==> src/rtl/vc_input_unit.sv <==
// vc_input_unit: multi-VC router input port.
//
// Splits one incoming link into NUM_VCS virtual channels. Each VC owns a flit
// FIFO, a latched route and downstream VC, and a per-packet pipeline state
// (IDLE -> ROUTING -> AWAITING_VC -> ACTIVE). Tail pops either retire the VC
// to IDLE or, when the next packet is already buffered, go straight back to
// ROUTING. Every honoured pop returns one credit upstream a cycle later.
//
// Ports:
//   clk, reset          clock, asynchronous active-high reset
//   in_valid/in_vc/in_flit      flit arriving from the link receiver
//   rc_req  (out)        per-VC request to route compute; head on head_flit
//   rc_valid/rc_vc/rc_route     route compute result
//   va_req  (out)        per-VC request to the VC allocator
//   va_valid/va_vc/va_out_vc    VC allocation grant
//   sa_pop               switch traversal pop (lowest set bit honoured)
//   active  (out)        VC is ACTIVE and holds a flit
//   head_flit (out)      FIFO head per VC, VC i at slice i (0 when empty)
//   route_out/vc_out (out)      latched route / downstream VC per VC
//   credits (out)        free slots per VC
//   credit_ret_valid/credit_ret_vc (out)  registered credit return
//   overflow (out)       sticky: a push to a full VC was dropped
//
// Optional feature, macro VC_INPUT_UNIT_PROTO_CHECK_EN: adds a sticky
// proto_err output flagging non-head flits at a packet boundary and head
// flits pushed behind an unterminated packet. Flit flow is unaffected.
module vc_input_unit #(
  parameter int  NUM_VCS    = 4,
  parameter int  DEPTH      = 8,
  parameter int  DATA_WIDTH = 64,
  localparam int VC_BITS    = $clog2(NUM_VCS),
  localparam int DEPTH_BITS = $clog2(DEPTH)
) (
  input  logic                              clk,
  input  logic                              reset,
  input  logic                              in_valid,
  input  logic [VC_BITS-1:0]                in_vc,
  input  logic [DATA_WIDTH-1:0]             in_flit,
  output logic [NUM_VCS-1:0]                rc_req,
  input  logic                              rc_valid,
  input  logic [VC_BITS-1:0]                rc_vc,
  input  logic [2:0]                        rc_route,
  output logic [NUM_VCS-1:0]                va_req,
  input  logic                              va_valid,
  input  logic [VC_BITS-1:0]                va_vc,
  input  logic [VC_BITS-1:0]                va_out_vc,
  input  logic [NUM_VCS-1:0]                sa_pop,
  output logic [NUM_VCS-1:0]                active,
  output logic [NUM_VCS*DATA_WIDTH-1:0]     head_flit,
  output logic [NUM_VCS*3-1:0]              route_out,
  output logic [NUM_VCS*VC_BITS-1:0]        vc_out,
  output logic [NUM_VCS*(DEPTH_BITS+1)-1:0] credits,
  output logic                              credit_ret_valid,
  output logic [VC_BITS-1:0]                credit_ret_vc,
  output logic                              overflow
`ifdef VC_INPUT_UNIT_PROTO_CHECK_EN
  ,
  output logic                              proto_err
`endif
);

  localparam logic [1:0] S_IDLE     = 2'd0;
  localparam logic [1:0] S_ROUTING  = 2'd1;
  localparam logic [1:0] S_AWAIT_VC = 2'd2;
  localparam logic [1:0] S_ACTIVE   = 2'd3;

  localparam logic [DEPTH_BITS:0] FULL_CNT = (DEPTH_BITS+1)'(DEPTH);

  logic [DATA_WIDTH-1:0] r_mem    [NUM_VCS][DEPTH];
  logic [DEPTH_BITS-1:0] r_rd_ptr [NUM_VCS];
  logic [DEPTH_BITS-1:0] r_wr_ptr [NUM_VCS];
  logic [DEPTH_BITS:0]   r_count  [NUM_VCS];
  logic [1:0]            r_state  [NUM_VCS];
  logic [2:0]            r_route  [NUM_VCS];
  logic [VC_BITS-1:0]    r_out_vc [NUM_VCS];
  logic                  r_cr_valid;
  logic [VC_BITS-1:0]    r_cr_vc;
  logic                  r_overflow;

  logic [DATA_WIDTH-1:0] w_head [NUM_VCS];
  logic [NUM_VCS-1:0]    w_nonempty;
  logic [NUM_VCS-1:0]    w_push_req;
  logic [NUM_VCS-1:0]    w_push;
  logic [NUM_VCS-1:0]    w_pop;
  logic                  w_sel_any;
  logic [VC_BITS-1:0]    w_sel_vc;
  logic                  w_ovf;

  // Lowest set bit of sa_pop is the only pop candidate; scanning downward
  // lets the lowest index overwrite higher ones.
  always_comb begin
    w_sel_any = 1'b0;
    w_sel_vc  = '0;
    for (int v = NUM_VCS - 1; v >= 0; v--) begin
      if (sa_pop[v]) begin
        w_sel_any = 1'b1;
        w_sel_vc  = VC_BITS'(v);
      end
    end
  end

  // A full FIFO still accepts a push when the same VC pops that cycle.
  always_comb begin
    w_ovf = 1'b0;
    for (int v = 0; v < NUM_VCS; v++) begin
      w_nonempty[v] = (r_count[v] != '0);
      w_head[v]     = w_nonempty[v] ? r_mem[v][r_rd_ptr[v]] : '0;
      w_pop[v]      = w_sel_any && (w_sel_vc == VC_BITS'(v)) &&
                      (r_state[v] == S_ACTIVE) && w_nonempty[v];
      w_push_req[v] = in_valid && (in_vc == VC_BITS'(v));
      w_push[v]     = w_push_req[v] && ((r_count[v] != FULL_CNT) || w_pop[v]);
      if (w_push_req[v] && !w_push[v]) w_ovf = 1'b1;
    end
  end

  always_ff @(posedge clk) begin
    for (int v = 0; v < NUM_VCS; v++) begin
      if (w_push[v]) r_mem[v][r_wr_ptr[v]] <= in_flit;
    end
  end

  always_ff @(posedge clk or posedge reset) begin
    if (reset) begin
      for (int v = 0; v < NUM_VCS; v++) begin
        r_rd_ptr[v] <= '0;
        r_wr_ptr[v] <= '0;
        r_count[v]  <= '0;
        r_state[v]  <= S_IDLE;
        r_route[v]  <= '0;
        r_out_vc[v] <= '0;
      end
      r_cr_valid <= 1'b0;
      r_cr_vc    <= '0;
      r_overflow <= 1'b0;
    end else begin
      for (int v = 0; v < NUM_VCS; v++) begin
        if (w_push[v]) r_wr_ptr[v] <= r_wr_ptr[v] + DEPTH_BITS'(1);
        if (w_pop[v])  r_rd_ptr[v] <= r_rd_ptr[v] + DEPTH_BITS'(1);
        r_count[v] <= r_count[v] + (DEPTH_BITS+1)'(w_push[v])
                                 - (DEPTH_BITS+1)'(w_pop[v]);
        case (r_state[v])
          S_IDLE: begin
            // A same-cycle push counts, giving push N -> ROUTING N+1.
            if (w_nonempty[v] || w_push[v]) r_state[v] <= S_ROUTING;
          end
          S_ROUTING: begin
            if (rc_valid && (rc_vc == VC_BITS'(v))) begin
              r_route[v] <= rc_route;
              r_state[v] <= S_AWAIT_VC;
            end
          end
          S_AWAIT_VC: begin
            if (va_valid && (va_vc == VC_BITS'(v))) begin
              r_out_vc[v] <= va_out_vc;
              r_state[v]  <= S_ACTIVE;
            end
          end
          default: begin
            // Type MSB set means tail or head+tail: the packet ends here.
            if (w_pop[v] && w_head[v][DATA_WIDTH-1]) begin
              r_state[v] <= ((r_count[v] > (DEPTH_BITS+1)'(1)) || w_push[v])
                            ? S_ROUTING : S_IDLE;
            end
          end
        endcase
      end
      r_cr_valid <= |w_pop;
      if (|w_pop) r_cr_vc <= w_sel_vc;
      if (w_ovf) r_overflow <= 1'b1;
    end
  end

  always_comb begin
    for (int v = 0; v < NUM_VCS; v++) begin
      rc_req[v] = (r_state[v] == S_ROUTING);
      va_req[v] = (r_state[v] == S_AWAIT_VC);
      active[v] = (r_state[v] == S_ACTIVE) && w_nonempty[v];
      head_flit[v*DATA_WIDTH +: DATA_WIDTH]         = w_head[v];
      route_out[v*3 +: 3]                           = r_route[v];
      vc_out[v*VC_BITS +: VC_BITS]                  = r_out_vc[v];
      credits[v*(DEPTH_BITS+1) +: (DEPTH_BITS+1)]   = FULL_CNT - r_count[v];
    end
  end

  assign credit_ret_valid = r_cr_valid;
  assign credit_ret_vc    = r_cr_vc;
  assign overflow         = r_overflow;

`ifdef VC_INPUT_UNIT_PROTO_CHECK_EN
  logic r_proto_err;
  logic w_proto_hit;

  // Type bit DATA_WIDTH-2 marks a head; bit DATA_WIDTH-1 marks a tail.
  always_comb begin
    w_proto_hit = 1'b0;
    for (int v = 0; v < NUM_VCS; v++) begin
      if (((r_state[v] == S_IDLE) || (r_state[v] == S_ROUTING)) &&
          w_nonempty[v] && !w_head[v][DATA_WIDTH-2]) begin
        w_proto_hit = 1'b1;
      end
      if (w_push_req[v] && in_flit[DATA_WIDTH-2] && w_nonempty[v] &&
          !r_mem[v][r_wr_ptr[v] - DEPTH_BITS'(1)][DATA_WIDTH-1]) begin
        w_proto_hit = 1'b1;
      end
    end
  end

  always_ff @(posedge clk or posedge reset) begin
    if (reset)            r_proto_err <= 1'b0;
    else if (w_proto_hit) r_proto_err <= 1'b1;
  end

  assign proto_err = r_proto_err;
`endif

endmodule

==> config.mk <==
export PLATFORM = sky130hd
export DESIGN_NAME = vc_input_unit
export DESIGN_NICKNAME = d
export VERILOG_FILES = /design/src/rtl/vc_input_unit.sv
export SDC_FILE = /design/constraint.sdc
export NUM_CORES = 2
export LEC_CHECK = 0
export ABC_CLOCK_PERIOD_IN_PS = 10300
export CELL_PAD_IN_SITES_DETAIL_PLACEMENT = 1
export CELL_PAD_IN_SITES_GLOBAL_PLACEMENT = 2
export CORE_MARGIN = 2
export CORE_UTILIZATION = 48
export CTS_CLUSTER_DIAMETER = 50
export DETAILED_ROUTE_END_ITERATION = 6
export GPL_ROUTABILITY_DRIVEN = 1
export HOLD_SLACK_MARGIN = 0.03
export PLACE_DENSITY = 0.85
export REMOVE_ABC_BUFFERS = 1
export SLEW_MARGIN = 20
export SYNTH_ARGS = -nofsm -noshare
export SYNTH_HDL_FRONTEND = slang
export SYNTH_SLANG_ARGS = --single-unit
export TNS_END_PERCENT = 1
==> constraint.sdc <==
create_clock -name clk -period 10.3 [get_ports clk]
set_clock_uncertainty 0.1 [all_clocks]
set_input_delay 1.545 -clock clk [delete_from_list [all_inputs] [get_ports clk]]
set_output_delay 1.545 -clock clk [all_outputs]
set_load 0.05 [all_outputs]
==> metrics.csv <==
stage;metric;value;unit
status;status;complete, no violations;
clocking;postcts setup bufs;0;
clocking;post-cts resize count;0;
pwr;Comb pwr share;39.0;%
clocking;Root Driver;clkbuf_16;
sta;min cycle time layout;6.64;ns
worst_setup_path;CP arrival;5.00;ns
hold_path;Hold EP;overflow;
cells_and_area;Area Growth Syn to Fin;16.4;%
cells_and_area;Total Nets Final;4372;
pwr;internal power;18.3;mW
floorplanning;die height;417;um
yosys;ys flop type;edfxtp_1;
drt;WL final;218000;um
grt;first-pass GRT wire length;313000;um
worst_setup_path;crit path kind;flip-flop to primary output;
drt;via count;40176;
drt;1st-iter DRT viols;4128;
drt;antenna-violating nets left;0;
pwr;Switching Power;11.4;mW
sta;RSZ-0062 raised after global routing;false;
clocking;TritonCTS clock tree;yes;
drt;first-pass iteration count of the detailed router;5;
pwr;Clk network pwr share;25.3;%
place;placed cell count;6218;
grt;total grt overflow;0;
sta;fin. max-slew vios;0;
sta;Least-Margin Pin Slew;1.11;ns
pwr;power consumption;29.6;mW
worst_setup_path;Setup crit start kind;flip-flop;
worst_setup_path;reg2reg path depth;9;
hold_path;Hold Startpoint;overflow;
hold_path;Hold Path Class;flip-flop to flip-flop;
worst_setup_path;crit-path max FO;37;
floorplanning;Initial Util;48.4;%
worst_setup_path;R2R Path End;r_mem[3][339];
hold_path;WHS Path Cells;1;
yosys;Post-synth EDFFs;2048;
yosys;post-synth cell types;58;
clocking;clock buffer count from CTS;213;
grt;vias in the first global route;43218;
clocking;clk slew on worst S/H paths;0.06;ns
sta;Hold WS;0.404;ns
drt;WL/cell;33.0;um
place;pre-CTS setup slack;4.47;ns
yosys;Yosys reg bits;2120;
yosys;Netlist Area Pre-Place;82000;um^2
drt;Vias/cell;6.07;
floorplanning;Top Ports;392;
place;DP HPWL;125000;um
sta;Final Hold Vio Count;0;
cells_and_area;share of cells above drive strength 1;23.3;%
pwr;Pwr Density;311;nW/um^2
grt;Total GRT Usage;25.3;%
sta;setup TNS;0;ns
sta;worst setup margin;3.66;ns
clocking;Post-CTS Hold Fix Bufs;0;
floorplanning;row cnt;151;
grt;antenna violations before repair;6;
yosys;Syn Area/Cell;22.2;um^2
worst_setup_path;Worst EP required;8.66;ns
yosys;post-synthesis sequential area ratio;77.2;%
floorplanning;die area;174000;um^2
pwr;LEAKAGE;30.8;nW
clocking;Clock Sink Count;2120;
place;GP Congestion;0.752;
clocking;Clock Tree Buf Depth;3;
yosys;Post-Synthesis Cells;3696;
place;Post-Place Cell Area;88800;um^2
pwr;switching power share of the total;38.3;%
cells_and_area;Finished Layout Cells;6616;
pwr;Flop pwr share;35.7;%
clocking;clk_lat worst skew;0.87;ns
drt;DRC;0;
pwr;VDD IR max;0.323;mV
yosys;ys async rst share;3.40;%
floorplanning;Core Box Area;169000;um^2
place;Port Buffer Count;391;
sta;normalized max-slew margin;26.0;%
sta;fin crit share;64.5;%
yosys;Synth Warn #;0;
clocking;H-tree Lvls;4;
grt;largest net degree at the start of global routing;73;
run;total of max-cap violations;0;
sta;FMAX;151;MHz
floorplanning;die span in x;417;um
worst_setup_path;Worst R2R Start;r_count[0];
worst_setup_path;r2r setup slk;5.67;ns
cells_and_area;fin util;56.3;%
cells_and_area;Design Area, Final;95400;um^2
worst_setup_path;CP endpoint kind;primary output;
sta;# setup viols final;0;
[cell type report]
type	instances	area, um^2
inverter	52	196
timing repair buffer	483	4430
tap	2218	2780
multi-input combinational	1346	17900
clock inverter	125	1180
antenna	1	2.50
fill	14353	74100
sequential	2120	63300
clock buffer	271	5610
[registers in the layout, indices dropped and copies added, names as in the netlist]
register          cells
credit_ret_valid      1
credit_ret_vc         2
overflow              1
r_count              16
r_mem              2048
r_rd_ptr             12
r_state               8
r_wr_ptr             12
route_out            12
vc_out                8
[worst max-delay path by stage]
| stage | start | end | cells after the start |
|---|---|---|---|
| finish | r_rd_ptr[6] | head_flit[125] | 6 |
| global route | r_rd_ptr[6] | head_flit[125] | 6 |
| CTS | r_rd_ptr[6] | head_flit[125] | 6 |
| detailed placement | sa_pop[0] | r_mem[2][134] | 7 |
| global placement | r_rd_ptr[6] | head_flit[125] | 6 |
| floorplan | sa_pop[1] | r_mem[2][384] | 5 |
[layer usage]
metal / global-route usage (%) / up-vias / share of wire [%]
met5: 0 / - / 0.015
met4: 9.89 / 6 / 3.9
met3: 5.33 / 378 / 7.5
met2: 42.2 / 1827 / 51
met1: 32.6 / 21728 / 38
li1: - / 16237 / -
[layout by cell type, fill, tap and decap left out, types with 8 or more instances in the layout]
cell type / count
nand2_1: 54
edfxtp_1: 2048
clkbuf_1: 53
xor2_1: 8
mux4_2: 509
nor2b_1: 9
mux2i_1: 260
nor2_4: 8
dfrtp_1: 60
mux2_2: 23
buf_4: 89
buf_2: 42
xnor2_1: 23
clkdlybuf4s50_1: 349
ha_1: 68
nand3_1: 10
nor3_2: 10
inv_1: 49
dfrtp_4: 12
clkinv_1: 44
nor3b_2: 8
clkbuf_16: 214
o21ai_0: 9
clkinv_2: 40
bufinv_16: 12
nor2_1: 269
[power by group through the flow]
| stage | registers (mW) | clock network (mW) | logic [mW] |
|---|---|---|---|
| final | 10.6 | 7.51 | 11.6 |
| after global routing | 10.6 | 7.92 | 12.1 |
| after CTS | 10.6 | 7.64 | 11.7 |
| after detailed placement | 10.8 | 0 | 11.6 |
| after global placement | 10.7 | 0 | 11.5 |
| after floorplan | 11.3 | 0 | 7.45 |
[critical path, cell delays in order, from the launching register on]
cell,delay [ns]
dfrtp_4,0.88
buf_4,0.51
buf_4,0.69
mux4_2,0.61
mux2i_1,0.33
nor2_1,0.14
clkdlybuf4s50_1,0.79
[cells in the mapped netlist (5+ instances only)]
library cell  number  area, um^2
nand2_1           54         203
nor3b_1            8        60.1
and2_1             9        56.3
nor2_1           276        1040
a21oi_1            7        35.0
xor2_1             8        70.1
nand3_1           10        50.1
mux4_2           509       11500
ha_1              68         851
edfxtp_1        2048       61500
clkbuf_1          45         169
inv_1             50         188
mux2i_1          260        2600
nor3_1            11        55.1
buf_2             97         485
buf_4              5        37.5
buf_1             30         113
o21ai_0            9        45.0
mux2_2            23         259
dfrtp_1           72        1800
nor2b_1            9        56.3
xnor2_1           23         201
nand4_1            5        31.3
o211ai_1           6        45.0
[kinds of logic (layout without fill, tap and decap cells)]
logic type | Yosys count | after routing | synth area share, %
buffers and inverters | 230 | 931 | 1.23
multiplexers | 794 | 794 | 17.5
AO/OA/AOI/OAI | 43 | 43 | 0.403
AND/OR/NAND/NOR | 406 | 406 | 2.15
other | 0 | 1 | 0
adder cells (fa/ha/maj) | 72 | 72 | 1.14
flip-flops | 2120 | 2120 | 77.2
XOR/XNOR | 31 | 31 | 0.331
No activity file was read; power rests on OpenSTA's default activity.
